File: src/rtl/tbuf_drive_ctrl.sv
// tbuf_drive_ctrl: sequential driver controller for a bank of TBUF cells on a
// shared tristate bus. It takes words over a valid/ready handshake, requests
// the bus from an external arbiter and drives bursts only while granted. Every
// burst is followed by a fixed number of released (high-Z) turnaround cycles,
// so two drivers never contend.
//
// Ports:
//   CLK     in   sole clock, rising edge
//   RST     in   asynchronous, active-high reset
//   DIN     in   [WIDTH] word to drive
//   DVALID  in   DIN valid
//   DREADY  out  controller can take DIN (combinational on GNT while driving)
//   REQ     out  bus request to the arbiter (registered)
//   GNT     in   bus grant from the arbiter
//   TBI     out  [WIDTH] TBUF I inputs (registered)
//   TBT     out  [WIDTH] TBUF T inputs, active-low enable (registered; all ones = released)
//   BUSY    out  high whenever the controller is not idle
module tbuf_drive_ctrl #(
  parameter int unsigned WIDTH    = 8,
  parameter int unsigned MAXBURST = 4,
  parameter int unsigned TURN     = 2
) (
  input  logic             CLK,
  input  logic             RST,
  input  logic [WIDTH-1:0] DIN,
  input  logic             DVALID,
  output logic             DREADY,
  output logic             REQ,
  input  logic             GNT,
  output logic [WIDTH-1:0] TBI,
  output logic [WIDTH-1:0] TBT,
  output logic             BUSY
);

  localparam int unsigned BCNT_W = (MAXBURST > 1) ? $clog2(MAXBURST) : 1;
  localparam int unsigned TCNT_W = (TURN > 1) ? $clog2(TURN) : 1;
  localparam logic [BCNT_W-1:0] BCNT_LAST = BCNT_W'(MAXBURST - 1);
  localparam logic [TCNT_W-1:0] TCNT_LAST = TCNT_W'(TURN - 1);

  typedef enum logic [1:0] {
    S_IDLE  = 2'd0,
    S_REQ   = 2'd1,
    S_DRIVE = 2'd2,
    S_TURN  = 2'd3
  } state_t;

  state_t              state_q, state_d;
  logic [WIDTH-1:0]    hold_q,  hold_d;
  logic [BCNT_W-1:0]   bcnt_q,  bcnt_d;
  logic [TCNT_W-1:0]   tcnt_q,  tcnt_d;
  logic [WIDTH-1:0]    tbi_q,   tbi_d;
  logic [WIDTH-1:0]    tbt_q,   tbt_d;
  logic                req_q,   req_d;
  logic                dready_c;

  // State and datapath registers; reset takes effect without a clock edge.
  always_ff @(posedge CLK or posedge RST) begin
    if (RST) begin
      state_q <= S_IDLE;
      hold_q  <= '0;
      bcnt_q  <= '0;
      tcnt_q  <= '0;
      tbi_q   <= '0;
      tbt_q   <= '1;
      req_q   <= 1'b0;
    end else begin
      state_q <= state_d;
      hold_q  <= hold_d;
      bcnt_q  <= bcnt_d;
      tcnt_q  <= tcnt_d;
      tbi_q   <= tbi_d;
      tbt_q   <= tbt_d;
      req_q   <= req_d;
    end
  end

  // Next-state and output decode.
  // TBT defaults to released every cycle and is pulled low only on the two
  // paths that keep or enter DRIVE with the bus granted, so no other path can
  // leave the buffers enabled.
  always_comb begin
    state_d  = state_q;
    hold_d   = hold_q;
    bcnt_d   = bcnt_q;
    tcnt_d   = tcnt_q;
    tbi_d    = tbi_q;
    tbt_d    = '1;
    req_d    = req_q;
    dready_c = 1'b0;

    unique case (state_q)
      S_IDLE: begin
        dready_c = 1'b1;
        if (DVALID) begin
          hold_d  = DIN;
          req_d   = 1'b1;
          state_d = S_REQ;
        end
      end

      S_REQ: begin
        if (GNT) begin
          tbi_d   = hold_q;
          tbt_d   = '0;
          bcnt_d  = '0;
          state_d = S_DRIVE;
        end
      end

      S_DRIVE: begin
        // The last word of a burst never accepts a successor, which also keeps
        // BCNT saturated at MAXBURST-1.
        dready_c = GNT && (bcnt_q < BCNT_LAST);
        if (DVALID && dready_c) begin
          tbi_d  = DIN;
          tbt_d  = '0;
          bcnt_d = bcnt_q + BCNT_W'(1);
        end else begin
          tbi_d   = '0;
          req_d   = 1'b0;
          tcnt_d  = '0;
          state_d = S_TURN;
        end
      end

      S_TURN: begin
        if (tcnt_q == TCNT_LAST) begin
          tcnt_d  = '0;
          state_d = S_IDLE;
        end else begin
          tcnt_d = tcnt_q + TCNT_W'(1);
        end
      end

      default: begin
        state_d = S_IDLE;
      end
    endcase
  end

  assign DREADY = dready_c & ~RST;
  assign REQ    = req_q;
  assign TBI    = tbi_q;
  assign TBT    = tbt_q;
  assign BUSY   = (state_q != S_IDLE);

endmodule
File: config.mk
export PLATFORM = sky130hd
export DESIGN_NAME = tbuf_drive_ctrl
export DESIGN_NICKNAME = d
export VERILOG_FILES = /design/src/rtl/tbuf_drive_ctrl.sv
export SDC_FILE = /design/constraint.sdc
export NUM_CORES = 1
export LEC_CHECK = 0
export CAP_MARGIN = 20
export CORE_MARGIN = 4
export CORE_UTILIZATION = 50
export CTS_CLUSTER_SIZE = 25
export DETAILED_ROUTE_END_ITERATION = 6
export PLACE_DENSITY_LB_ADDON = 0.2
export SYNTH_ARGS = -nofsm -noshare
export SYNTH_HDL_FRONTEND = slang
export SYNTH_SLANG_ARGS = --single-unit
File: constraint.sdc
create_clock -name CLK -period 2.9 [get_ports CLK]
set_input_delay 0.58 -clock CLK [delete_from_list [all_inputs] [get_ports CLK]]
set_output_delay 0.58 -clock CLK [all_outputs]
set_load 0.05 [all_outputs]
==> results.md, run 1 <==
- The mean number of vias per cell is 5.07.
- The fraction of synthesized cell area taken by the top area cell type is a little under half.
- Synthesis produced a netlist whose cell count is 108.
- In this run the remaining antenna-violating nets after routing total 0.
- On the critical path, the stage with the largest delay is an instance of sky130_fd_sc_hd__clkdlybuf4s50_1.
- In this run the tool buffered the top-level ports with 30 buffer cells.
- The flow ran to the end, and the final reports show no timing, DRC or antenna violations.
- OpenSTA, run right after detailed placement, puts the worst setup slack at 0.617 ns.
- Global routing used 26.9% of the available met2 tracks.
- The number of warnings reported in the yosys synthesis log is 0.
- The count of final max-slew check failures is 0.
- After synthesis, the cell types taking the most area are sky130_fd_sc_hd__dfrtp_1, sky130_fd_sc_hd__mux2_2, sky130_fd_sc_hd__ha_1, sky130_fd_sc_hd__o21ai_0, sky130_fd_sc_hd__buf_4.
- Wires add up to 2130 µm.
- The worst-path maximum fanout is 5.
- Setup repair after global routing left no endpoint under its margin.
- The fill cell total of the finished layout is 178.
- After clock tree synthesis, the repair step resized 0 gates.
- Entering global routing, the biggest net connects 24 pins.
- For the worst setup path, the data required time is 2.32 ns.
- The remaining max-slew budget at the tightest pin is 44.5%.
- The max-cap violation count is 0.
- STA classifies the critical path startpoint as a flop.
- In the post-route analysis, the smallest setup slack over all paths is 0.337 ns.
- The first-pass GRT wire length is 3480 µm.
- The clock slew seen by the registers of the worst setup and hold paths is 0.12 ns.
- Adding up every negative setup slack in the final design gives 0 ns.
- The number of buffers inserted by hold repair at cts is 0.
- The final-report hold violation count is 0.
- The initial utilization of the core area, before any placement, comes to between 50% and 60%.
- The deepest level of the CTS H-tree is 1.
- Setup violations remaining at the end of the flow were counted as 0.
- The sum of overflow across all layers after global routing is 0.
- The HPWL after detailed placement is 1650 µm.
- The cell repeated most along the worst path is sky130_fd_sc_hd__inv_1.
- The via count of the first global-routing pass is 828.
- The die area is around 0.0031 mm².
- The worst min-delay path class is reg2reg.
- The violation count after the first detailed-routing iteration is 5.
- The biggest area contributor in the post-synthesis netlist is sky130_fd_sc_hd__dfrtp_1.
- The most used routing layer in global routing is met2.
- Summing all multi-input logic gate instances after layout gives 488 µm².
- The clock network latency to the later pin of the worst-skew pair is 0.31 ns.
- The final critical-path required period is 2.56 ns.
- Traced cell by cell, the critical path runs through inv_1 -> ha_1 -> inv_1 -> clkdlybuf4s50_1.
- TritonCTS created 3 clock buffers.
- The area occupied by registers is 577 µm².
- CTS placed an instance of sky130_fd_sc_hd__clkbuf_4 at the clock tree root.
- Across every metal layer, demand over resource in global routing totals roughly 14%.
- The initial antenna violation count is 0.
- The global-route met3 utilization is under 10%.
- 0 antenna diodes ended up in the layout.
- The synthesized area per cell is 10.6 µm².
- Dividing the final minimum period by the clock period gives 88.4%.
- The DRC violations left is 0.
- Measured along the y axis, the die boundary spans 56.0 µm.
- Relative to the synthesized area, the layout overhead comes to 27.2%.
- The arrival time at the worst endpoint is just under 2 ns.
- The cell area after synthesis is 0.00115 mm².
- The number of buffers inserted by post-CTS setup repair is 0.
- The placeable core region is between 0.002 and 0.0025 mm².
- The post-synthesis net count is 125.
- The met1 capacity usage during global routing is 14.9%.
- The number of cell rows is 17.
- Measured along the x axis, the die boundary spans ~56 µm.
- The final weighted congestion in routability-driven placement is 0.751.
- The longest individual stage delay on the worst path is roughly 0.81 ns.
- STA classifies the critical path endpoint as an output port.
- The I/O pin count is 31.
- In the final routed layout, each cell accounts on average for 13.2 µm.
- Based on the critical path, the design can be clocked at up to approximately 0.4 GHz.
- The synthesis-stage register bit count is 23.
- The maximum clock path buffer count is 2.
- The share of the Yosys chip area taken by registers is 50.2%.
- At the pin with the least slew margin, the transition time is ~0.83 ns.
- For this run, the detailed router's first-pass iteration total came to 4.
- For the final database, setup skew stands at 0.00268 ns.
- By startpoint and endpoint, the worst setup path is classified as reg2out.
- In the final design database the tool counted approximately 150 nets.
- Across all layers, the routed design uses just over 800 vias.
- Yosys mapped the design onto 22 distinct sky130hd cell types.
- CTS saw 23 sinks.
- In the final layout, the share of cells above drive strength 1 is between 10% and 20%.
- TritonCTS built the clock tree.
registers in the layout (all words and copies together) (netlist names):
signal and cells:
TBI 8, state_q 2, TBT 1, tcnt_q 1, bcnt_q 2, REQ 1, hold_q 8
routing by layer:
| metal | part of all wire (%) | vias to the layer above |
|---|---|---|
| met5 | 0 | - |
| met4 | 1.2 | 0 |
| met3 | 5.2 | 2 |
| met2 | 52 | 19 |
| met1 | 42 | 389 |
| li1 | - | 406 |
through the flow:
stage | cells | hold slack, ns | cell area (µm²) | utilization [%]
final | 161 | 0.490 | 1460 | 66.8
after global routing | 161 | 0.532 | 1460 | 66.8
after CTS | 161 | 0.498 | 1460 | 66.8
after detailed placement | 157 | 0.469 | 1440 | 65.6
after global placement | 157 | 0.460 | 1440 | 65.6
after floorplan | 108 | 0.460 | 1150 | -
worst paths after layout:
check | startpoint | end | slack [ns] | cells after the start
max | state_q[0] | BUSY | 0.34 | 4
max reg2reg | state_q[0] | state_q[1] | 0.66 | 6
max in group asynchronous | RST | state_q[0] | 1.64 | 2
min | TBI[7] | TBI[7] | 0.49 | 2
min in group asynchronous | RST | bcnt_q[1] | 0.75 | 2
min reg2reg | TBI[7] | TBI[7] | 0.49 | 2
synth_stat cells:
| cell | count |
|---|---|
| sky130_fd_sc_hd__a21oi_1 | 10 |
| sky130_fd_sc_hd__and2b_1 | 3 |
| sky130_fd_sc_hd__and4b_1 | 1 |
| sky130_fd_sc_hd__buf_2 | 2 |
| sky130_fd_sc_hd__buf_4 | 7 |
| sky130_fd_sc_hd__clkbuf_1 | 1 |
| sky130_fd_sc_hd__dfrtp_1 | 22 |
| sky130_fd_sc_hd__dfstp_2 | 1 |
| sky130_fd_sc_hd__ha_1 | 5 |
| sky130_fd_sc_hd__inv_1 | 5 |
| sky130_fd_sc_hd__mux2_2 | 9 |
| sky130_fd_sc_hd__mux2_4 | 1 |
| sky130_fd_sc_hd__mux2i_1 | 2 |
| sky130_fd_sc_hd__nand2_1 | 12 |
| sky130_fd_sc_hd__nand2b_1 | 2 |
| sky130_fd_sc_hd__nor2_1 | 2 |
| sky130_fd_sc_hd__nor2_2 | 1 |
| sky130_fd_sc_hd__nor2b_1 | 8 |
| sky130_fd_sc_hd__o21ai_0 | 11 |
| sky130_fd_sc_hd__o21bai_2 | 1 |
| sky130_fd_sc_hd__o2bb2ai_1 | 1 |
| sky130_fd_sc_hd__o32a_1 | 1 |
kinds of logic after synthesis:
logic type / synth area share, %
simple gates: 13.4
buf+inv: 7.40
mux: 11.9
compound gates: 11.8
flops: 50.2
fa+ha+maj: 5.44
layout by cell type, fill, tap and decap left out, types with 2 or more instances in the layout:
master | netlist | routed
sky130_fd_sc_hd__nand2_1 | 12 | 12
sky130_fd_sc_hd__clkbuf_4 | 0 | 3
sky130_fd_sc_hd__mux2_2 | 9 | 9
sky130_fd_sc_hd__nor2_1 | 2 | 2
sky130_fd_sc_hd__nor2b_1 | 8 | 8
sky130_fd_sc_hd__ha_1 | 5 | 5
sky130_fd_sc_hd__mux2i_1 | 2 | 2
sky130_fd_sc_hd__a21oi_1 | 10 | 10
sky130_fd_sc_hd__and2b_1 | 3 | 3
sky130_fd_sc_hd__clkdlybuf4s50_1 | 0 | 29
sky130_fd_sc_hd__o21ai_0 | 11 | 11
sky130_fd_sc_hd__nand2b_1 | 2 | 2
sky130_fd_sc_hd__inv_1 | 5 | 5
sky130_fd_sc_hd__dfrtp_1 | 22 | 22
critical path: cells and delay by family (launching register included):
kind | cells | cell delay [ns]
DFF | 1 | 0.42
adders and majority gates | 1 | 0.26
buffers and inverters | 3 | 0.99
layout make-up:
cell class / count / area share [%]
repair buffers: 31 / 21.7
multi-input cells: 70 / 33.4
clock buffers: 4 / 1.80
inverters: 5 / 1.28
flip-flops and latches: 23 / 39.4
well taps: 28 / 2.40
Power of run 1 is not shown: default switching activity piles up to over one toggle a cycle in this logic, so the estimate is an artifact.
==> run 2, diff against run 1 <==
--- a/config.mk
+++ b/config.mk
@@ -6,11 +6,12 @@
 export NUM_CORES = 1
 export LEC_CHECK = 0
 export CAP_MARGIN = 20
-export CORE_MARGIN = 4
+export CORE_MARGIN = 2
 export CORE_UTILIZATION = 50
 export CTS_CLUSTER_SIZE = 25
 export DETAILED_ROUTE_END_ITERATION = 6
-export PLACE_DENSITY_LB_ADDON = 0.2
+export PLACE_DENSITY_LB_ADDON = 0.08
+export SKIP_LAST_GASP = 1
 export SYNTH_ARGS = -nofsm -noshare
 export SYNTH_HDL_FRONTEND = slang
 export SYNTH_SLANG_ARGS = --single-unit
==> run 2 against run 1 <==
  * Utilization is 0.40 points higher
  * Count of clock-buffer cells in the layout is 1 lower
  * Cell count is 0.62% higher
  * Global-route usage increased by 3.3 points
==> results.md, run 2 (synthesis results as in run 1) <==
- The die area is 0.00270 mm² (-14%).
- The violation count after the first detailed-routing iteration is 11 (+6).
- The total clock sinks is 23 (unchanged).
- In the layout the commonest cells are sky130_fd_sc_hd__clkdlybuf4s50_1, sky130_fd_sc_hd__dfrtp_1, sky130_fd_sc_hd__nand2_1.
- The final-report hold violation count is 0 (unchanged).
- The via count of the first global-routing pass is 791 (-4.5%).
- The placeable core region is 0.00219 mm² (unchanged).
- The DRC violations left is 0 (unchanged).
- The total half-perimeter wirelength after legalization and detailed placement is 1530 µm (-7.4%).
- The number of buffers inserted by post-CTS setup repair is 0 (unchanged).
- The upper clock frequency limit is 0.392 GHz (+0.50%).
- The final-stage net count is 152 (+0.66%).
- The remaining max-slew budget at the tightest pin is 44.0% (-0.51 points).
- The final critical-path required period is 2.55 ns (-0.0126 ns).
- By startpoint and endpoint, the worst setup path is classified as reg2out.
- The share of the clock period used by the worst path after layout came to 88.0% (-0.44 points).
- The mean number of vias per cell is 4.95 (-2.3%).
- The I/O pin count came to 31 (unchanged).
- The all-layer global routing usage is 17.3% (+3.3 points).
- The global-route met3 utilization is 5.17% (+2.4 points).
- The non-filler instance count after layout was 162 (+0.62%).
- The first-pass GRT wire length came to 3450 µm (-0.98%).
- The deepest level of the CTS H-tree is 1 (unchanged).
- STA classifies the critical path startpoint as a flop.
- The number of CTS-inserted buffers is 3 (unchanged).
- The total instance count after detailed placement is 158 (+0.64%).
- The met2 demand-to-capacity share in global routing came to 31.4% (+4.6 points).
- The final setup violation count came to 0 (unchanged).
- The cell repeated most along the worst path is sky130_fd_sc_hd__inv_1.
- The critical path capture point type is an output port.
- The tree is rooted in a sky130_fd_sc_hd__clkbuf_4.
- The wire length per cell is 12.4 µm (-6.5%).
- The signal on the critical path passes through inv_1 -> ha_1 -> inv_1 -> clkdlybuf4s50_1.
- The antenna cell count is 0 (unchanged).
- The number of buffers inserted by hold repair at cts is 0 (unchanged).
- The final weighted congestion in routability-driven placement is 0.777 (+3.5%).
- The vertical die dimension was 52.0 µm (-7.1%).
- The post-cts sizing count was 0 (unchanged).
- The met1 capacity usage during global routing is 20.2% (+5.3 points).
- The max-cap violation count is 0 (unchanged).
- TritonCTS built the clock tree.
- The clock slew seen by the registers of the worst setup and hold paths came to 0.12 ns (about the same).
- The initial antenna violation count is 0 (unchanged).
- The buffers plus inverters on the worst setup path is 3 (unchanged).
- The initial standard-cell utilization of the core is 52.5% (unchanged).
- The maximum clock path buffer count is 2 (unchanged).
- The worst endpoint required time is 2.32 ns (about the same).
- The count of input and output buffers came to 30 (unchanged).
- The worst min-delay path class is reg2reg.
- The routed via count was 802 (-1.7%).
- The length of the first detailed-routing pass in iterations is 4 (unchanged).
- The clock skew after layout came to 0.00539 ns (+0.00271 ns).
- The count of final max-slew check failures came to 0 (unchanged).
- The run finished with clean final reports.
- The die width was 52.0 µm (-7.1%).
- The clock network latency to the later pin of the worst-skew pair was 0.31 ns (about the same).
- Setup repair after global routing left no endpoint under its margin.
- The largest delay contributor family on the critical path is buffers and inverters.
- The sum of overflow across all layers after global routing was 0 (unchanged).
- The most used routing layer in global routing is met2.
- The residual antenna-violating net count after detailed routing was 0 (unchanged).
- The area occupied by registers is 577 µm² (unchanged).
- The number of cell rows is 17 (unchanged).
- Leaving out fill and tap cells, the most frequent cell in the layout is sky130_fd_sc_hd__clkdlybuf4s50_1.
- The measured slew at the worst slew-check pin is 0.839 ns (+0.00761 ns).
- The arrival time at the worst endpoint was 1.97 ns (about the same).
- The combined area of the multi-input logic cells is 488 µm² (unchanged).
- The layout overhead on the synthesized area is 28.0%.
- The total wire length after detailed routing is 2000 µm (-5.9%).
- The maximum number of pins on one net before global-route repair came to 24 (unchanged).
- The register-to-register setup slack was 0.82 ns (+0.16 ns).
- The share of post-route cells with drive strength above 1 was 14.9% (+1.4 points).
- The setup TNS is 0 ns (unchanged).
- The library cell contributing the largest single delay on the critical path is sky130_fd_sc_hd__clkdlybuf4s50_1.
- The longest individual stage delay on the worst path is 0.81 ns (about the same).
- The worst-path maximum fanout was 5 (unchanged).
- The fill cell total of the finished layout came to 162 (-9.0%).
-- run 2: cell count changes in the layout (fill, tap and decap cells not counted) --
cell and delta:
sky130_fd_sc_hd__clkbuf_1 -1, sky130_fd_sc_hd__buf_4 +1, sky130_fd_sc_hd__clkinv_2 +1
-- run 2: final cells by class --
type	instances	share of cell area (%)
flip-flops and latches	23	39.2
multi-input cells	70	33.2
repair buffers	32	22.1
well taps	28	2.38
clock buffers	3	1.53
inverters	5	1.28
clock inverters	1	0.340
-- run 2: per-stage QoR --
| step | utilization (%) | setup slack [ns] | area [µm²] | hold WS, ns |
|---|---|---|---|---|
| floorplan | - | 0.589 | 1150 | 0.460 |
| global placement | 65.9 | 0.658 | 1440 | 0.467 |
| detailed placement | 65.9 | 0.630 | 1440 | 0.470 |
| CTS | 67.2 | 0.345 | 1470 | 0.497 |
| global route | 67.2 | 0.252 | 1470 | 0.514 |
| finish | 67.2 | 0.349 | 1470 | 0.493 |
-- run 2: path summary, 6_finish.rpt --
check,start,endpoint,cells past startpoint
setup / recovery,state_q[0],BUSY,4
hold / removal,TBI[0],TBI[0],2
setup reg to reg,state_q[0],state_q[1],7
hold reg to reg,TBI[0],TBI[0],2
max in group asynchronous,RST,hold_q[6],2
min in group asynchronous,RST,REQ,2
-- run 2: worst min-delay path: cells and delay by family (launching register included) --
kind	cells	cell delay [ns]
AO/OA/AOI/OAI	1	0.06
flip-flops	1	0.36
AND/OR/NAND/NOR	1	0.05
-- run 2: metal layers --
| metal | up-vias | wire (µm) | share of wire, % |
|---|---|---|---|
| li1 | 406 | - | - |
| met1 | 380 | 875 | 44 |
| met2 | 14 | 1040 | 52 |
| met3 | 2 | 78 | 3.9 |
| met4 | 0 | 12 | 0.60 |
| met5 | - | 0 | 0 |
Power of run 2 is left out for the same reason.
